`config.mk`:
```
export PLATFORM = sky130hd
export DESIGN_NAME = aes_stream_ctrl
export DESIGN_NICKNAME = d
export VERILOG_FILES = /design/src/rtl/aes_stream_ctrl.sv
export SDC_FILE = /design/constraint.sdc
export NUM_CORES = 2
export LEC_CHECK = 0
export CAP_MARGIN = 20
export CORE_AREA = 2 2 559 561
export CTS_CLUSTER_DIAMETER = 200
export DETAILED_ROUTE_END_ITERATION = 10
export DIE_AREA = 0 0 561 563
export PLACE_DENSITY = 0.75
export SLEW_MARGIN = 20
export SYNTH_ARGS = -nofsm -noshare
export SYNTH_HDL_FRONTEND = slang
export SYNTH_MEMORY_MAX_BITS = 65536
export SYNTH_SLANG_ARGS = --single-unit
```
`constraint.sdc`:
```
create_clock -name clk -period 7.4 [get_ports clk]
set_input_delay 1.11 -clock clk [delete_from_list [all_inputs] [get_ports clk]]
set_output_delay 1.11 -clock clk [all_outputs]
set_load 0.01 [all_outputs]
```
`src/rtl/aes_stream_ctrl.sv`:
```
// Streaming wrapper around a free-running fixed-latency AES-128 core: ready/valid on both
// sides, tag tracking through the core pipeline, credit admission and a lossless output FIFO.
module aes_stream_ctrl #(
  parameter int DATA_W  = 128,
  parameter int TAG_W   = 4,
  parameter int LATENCY = 21,
  parameter int DEPTH   = 32,
  parameter int CNT_W   = 32
) (
  input  logic              clk,
  input  logic              reset,
  input  logic              in_valid,
  output logic              in_ready,
  input  logic [DATA_W-1:0] in_state,
  input  logic [DATA_W-1:0] in_key,
  input  logic [TAG_W-1:0]  in_tag,
  output logic [DATA_W-1:0] core_state,
  output logic [DATA_W-1:0] core_key,
  input  logic [DATA_W-1:0] core_out,
  output logic              out_valid,
  input  logic              out_ready,
  output logic [DATA_W-1:0] out_data,
  output logic [TAG_W-1:0]  out_tag,
  output logic              busy,
  output logic [CNT_W-1:0]  done_cnt
);

  localparam int AW    = $clog2(DEPTH);
  localparam int OCC_W = $clog2(DEPTH + LATENCY + 1);
  localparam logic [OCC_W-1:0] DEPTH_C = OCC_W'(DEPTH);

  logic              w_acc;
  logic              w_arrive;
  logic              w_push;
  logic              w_pop;
  logic [OCC_W-1:0]  w_occ;

  logic [LATENCY-1:0] r_vld;
  logic [TAG_W-1:0]   r_tag [LATENCY];
  logic [OCC_W-1:0]   r_inflight;
  logic [OCC_W-1:0]   r_count;
  logic [AW-1:0]      r_wptr;
  logic [AW-1:0]      r_rptr;
  logic [DATA_W-1:0]  r_mem_data [DEPTH];
  logic [TAG_W-1:0]   r_mem_tag  [DEPTH];
  logic [CNT_W-1:0]   r_done;

  // Admission credit comes only from registered occupancy, so every block already
  // accepted is guaranteed a FIFO slot by the time it leaves the core.
  assign w_occ      = r_inflight + r_count;
  assign in_ready   = (w_occ < DEPTH_C);
  assign w_acc      = in_valid & in_ready;
  assign core_state = w_acc ? in_state : '0;
  assign core_key   = w_acc ? in_key   : '0;

  assign w_arrive  = r_vld[LATENCY-1];
  assign w_push    = w_arrive;
  assign out_valid = (r_count != '0);
  assign w_pop     = out_valid & out_ready;
  assign out_data  = out_valid ? r_mem_data[r_rptr] : '0;
  assign out_tag   = out_valid ? r_mem_tag[r_rptr]  : '0;
  assign busy      = (w_occ != '0);
  assign done_cnt  = r_done;

  // Core-side tracking: valid bits mirror the core pipeline, zero-block cycles carry 0
  always_ff @(posedge clk or negedge reset) begin
    if (!reset) begin
      r_vld <= '0;
    end else begin
      r_vld[0] <= w_acc;
      for (int i = 1; i < LATENCY; i++) r_vld[i] <= r_vld[i-1];
    end
  end

  always_ff @(posedge clk) begin
    r_tag[0] <= in_tag;
    for (int i = 1; i < LATENCY; i++) r_tag[i] <= r_tag[i-1];
  end

  // Output FIFO storage
  always_ff @(posedge clk) begin
    if (w_push) begin
      r_mem_data[r_wptr] <= core_out;
      r_mem_tag[r_wptr]  <= r_tag[LATENCY-1];
    end
  end

  always_ff @(posedge clk or negedge reset) begin
    if (!reset) begin
      r_wptr     <= '0;
      r_rptr     <= '0;
      r_count    <= '0;
      r_inflight <= '0;
      r_done     <= '0;
    end else begin
      r_wptr     <= r_wptr + AW'(w_push);
      r_rptr     <= r_rptr + AW'(w_pop);
      r_count    <= r_count + OCC_W'(w_push) - OCC_W'(w_pop);
      r_inflight <= r_inflight + OCC_W'(w_acc) - OCC_W'(w_arrive);
      if (w_pop && (r_done != '1)) r_done <= r_done + CNT_W'(1);
    end
  end

  arrive_into_full: assert property (@(posedge clk) disable iff (!reset)
    !(w_arrive && (r_count == DEPTH_C)));

endmodule

```
==> impl_metrics.csv <==
group,metric,value,unit
timing,timing.fmax,148,MHz
drt,postRouteAntennaNets,0,
worst_setup_path,r2r_setup_slack,3400,ps
worst_setup_path,reg2reg_to,"r_count[5]$_DFF_PN0_",
clock_tree,root_buffer,"clkbuf_16",
synth,yosys_register_bits,4383,
power_and_ir_drop,leakage,62.9,nW
clock_tree,ctsResizeCount,0,
synth,syn_area,167000,µm²
timing,setup_viol,0,
finish,fill_cells,20600,
timing,fin_skew,51.6,ps
placement,dpl_cell_area,180000,µm²
worst_setup_path,crit_buf_inv,3,
synth,async_reset_ff_frac,0.0171,
clock_tree,path_clk_slew,70,ps
placement,place_hpwl,304,mm
clock_tree,cts_made_buffers,415,
finish,syn2layout_area_growth,16.2,%
synth,yosys_warnings,0,
worst_setup_path,crit_path_start_kind,"register",
timing,min_period,6770,ps
timing,layout_setup_ws,634,ps
worst_setup_path,cp_top_family,"buffers and inverters",
grt,grt-ovfl-total,0,
synth,ys_seq_area_frac,0.783,
timing,tightest_slew,1260,ps
floorplanning,core-area,310000,µm²
finish,finalNetCount,8983,
synth,synthTopCellsByArea,"edfxtp_1 (76%), mux4_2 (12%), mux2i_1 (2.6%)",
synth,synth.top_cell.area_share,0.762,
finish,stdcell_area,194000,µm²
finish,multi_input_area,34000,µm²
worst_setup_path,endpoint_kind,"output pin",
floorplanning,dieHeight,563,µm
grt,grt_usage,0.328,
power_and_ir_drop,ir_worst_vdd,0.000399,V
job,drv_cap,0,
drt,drt_iter0_markers,12600,
worst_hold_path,min_path_type,"input port to asynchronous set/reset pin",
worst_setup_path,critPathKind,"register to output pin",
placement,post-place-ws,1830,ps
clock_tree,numClockSinks,4383,
worst_setup_path,cp_max_fo,141,
placement,place.gp.congestion,1.08,
timing,maxSlewViolCount,0,
synth,ys.flop_type,"edfxtp_1",
grt,grt_first_pass_wirelength,709,mm
drt,drtPass1Iterations,8,
finish,drive_above_1_share,0.195,
floorplanning,die_area,316000,µm²
run_status,status,"complete, no violations",
timing,finalHoldViolations,0,
timing,setup_tns,0,ps
drt,routedWlPerCell,39.6,µm
finish,seq_area,130000,µm²
worst_setup_path,rr_worst_depth,15,
worst_setup_path,timing.critical_path.mode_cell,"a211oi_1",
power_and_ir_drop,p_per_area,394,nW/µm²
grt,grt_pass1_vias,86200,
floorplanning,rows,205,
drt,totalWireLength,522,mm
drt,num_vias,87200,
synth,syn_avg_cell_area,21.9,µm²
clock_tree,clk_latency,960,ps
clock_tree,cts_max_path_buffers,4,
clock_tree,ctsHoldBuffers,0,
clock_tree,postCtsSetupBuffers,0,
worst_setup_path,path_depth,7,
grt,grt_antenna_before_repair,82,
floorplanning,ios,815,
timing,timing.final.crit_share,0.914,
worst_setup_path,rr_startpoint,"r_count[2]$_DFF_PN0_",
worst_setup_path,cp_slowest_cell,"a211oi_1",
clock_tree,cts_tree,"yes",
worst_setup_path,crit_path_start,"r_rptr[1]$_DFF_PN0_",
synth,synth_nets,8030,
placement,portBuffers,814,
worst_setup_path,crit_chain,"buf_12 -> buf_4 -> mux4_2 -> a22o_1 -> a211oi_1 -> a211oi_1 -> clkdlybuf4s50_1",
clock_tree,h-tree-depth,5,
synth,synth_cells,7611,
worst_setup_path,crit_end,"out_data[14]",
worst_setup_path,critPathArrivalTime,5660,ps
floorplanning,start_util,0.537,
worst_setup_path,worstPathRequired,6290,ps
drt,drcViolationCount,0,
grt,grt_max_degree,142,
timing,slew_headroom,0.163,
synth,yosys.area.top_type,"edfxtp_1",
synth,yosysUniqueCellTypes,59,
synth,synth_edf_count,4224,
drt,viasPerCell,6.61,
worst_setup_path,slowest_delay,960,ps
timing,rsz0062_at_grt,"no",
floorplanning,die_w,561,µm
## worst register-to-register path: cells and delay by family, from the launching register on
family	cells	cell delay, ps
xor+xnor	1	150
flops	1	370
compound gates	4	680
buf+inv	5	1480
fa+ha+maj	3	700
simple gates	2	550
## cell type report
class,count,share of cell area
Clock inverter,239,0.0113
Inverter,25,0.000485
Tap cell,4140,0.0268
Clock buffer,531,0.0574
Sequential cell,4383,0.674
Antenna cell,129,0.00167
Timing Repair Buffer,1014,0.0527
Multi-Input combinational cell,2725,0.176
## how the worst min path moves through the flow
stage	startpoint	to	slack (ps)	depth (start not counted)
final	reset	done_cnt[23]$_DFFE_PN0P_	170	1
after global routing	reset	done_cnt[23]$_DFFE_PN0P_	180	1
after CTS	reset	done_cnt[23]$_DFFE_PN0P_	150	1
after detailed placement	r_tag[0][1]$_DFF_P_	r_tag[0][5]$_DFF_P_	310	0
after global placement	r_tag[2][14]$_DFF_P_	r_tag[2][18]$_DFF_P_	310	0
after floorplan	r_tag[0][6]$_DFF_P_	r_tag[0][10]$_DFF_P_	310	0
## kinds of logic after synthesis
group / synth area share
AO/OA/AOI/OAI: 0.0402
XOR/XNOR: 0.00247
adder cells (fa/ha/maj): 0.00216
buffers and inverters: 0.0145
flip-flops: 0.783
multiplexers: 0.142
AND/OR/NAND/NOR: 0.0155
## synth_stat cells (23+ instances only)
library cell  instances
inv_1                23
mux2i_1             428
a22o_1               99
o211a_1              33
a211o_1              42
o221ai_1             98
nand2_1              55
a31oi_1              33
o22ai_1              99
xnor2_1              24
buf_2               103
a21oi_1             127
xor2_1               23
a22oi_1             164
buf_1                33
clkbuf_1            249
buf_4                79
dfxtp_1              84
mux4_2              859
nor2_1               44
dfrtp_1              75
and3_1              263
o21ai_0              30
edfxtp_1           4224
ha_1                 24
a211oi_1            169
## cell usage in the layout, fill, tap and decap left out, drive strengths merged, types with 55 or more instances in the layout
| cell type | netlist | routed |
|---|---|---|
| buf | 229 | 221 |
| and3 | 263 | 263 |
| clkdlybuf4s50 | 0 | 793 |
| dfxtp | 84 | 84 |
| a211oi | 170 | 170 |
| a22o | 99 | 99 |
| clkbuf | 249 | 531 |
| o221ai | 98 | 98 |
| o22ai | 99 | 99 |
| diode | 0 | 129 |
| mux2i | 428 | 428 |
| nand2 | 55 | 55 |
| dfrtp | 75 | 75 |
| a22oi | 164 | 164 |
| mux4 | 859 | 859 |
| edfxtp | 4224 | 4224 |
| clkinv | 0 | 178 |
| a21oi | 127 | 127 |
## metal layers
metal / wire [µm] / GRT usage / vias up
li1: - / - / 34400
met5: 469 / 0 / -
met1: 173000 / 0.390 / 46000
met2: 267000 / 0.557 / 5779
met4: 27400 / 0.158 / 72
met3: 53900 / 0.0860 / 998
## flip-flops by register name, summed over array words and instances, names as in the netlist
register / flops
r_vld: 21
r_mem_tag: 128
r_rptr: 5
r_tag: 84
r_wptr: 5
r_mem_data: 4096
r_inflight: 6
r_count: 6
done_cnt: 32
## power by group
group	switching [mW]	internal, mW
Combinational	16.1	10.6
Sequential	0.473	28.3
Clock	9.04	11.8
## through the flow
step | power, mW | hold slack, ps | instances | utilization
global route | 78.2 | 180 | 13200 | 0.623
finish | 76.2 | 173 | 13200 | 0.624
CTS | 76.4 | 150 | 13100 | 0.623
detailed placement | 55.8 | 312 | 12300 | 0.580
floorplan | 43.4 | 310 | 7611 | -
global placement | 55.5 | 311 | 12300 | 0.580
No activity file was read; power rests on OpenSTA's default activity.
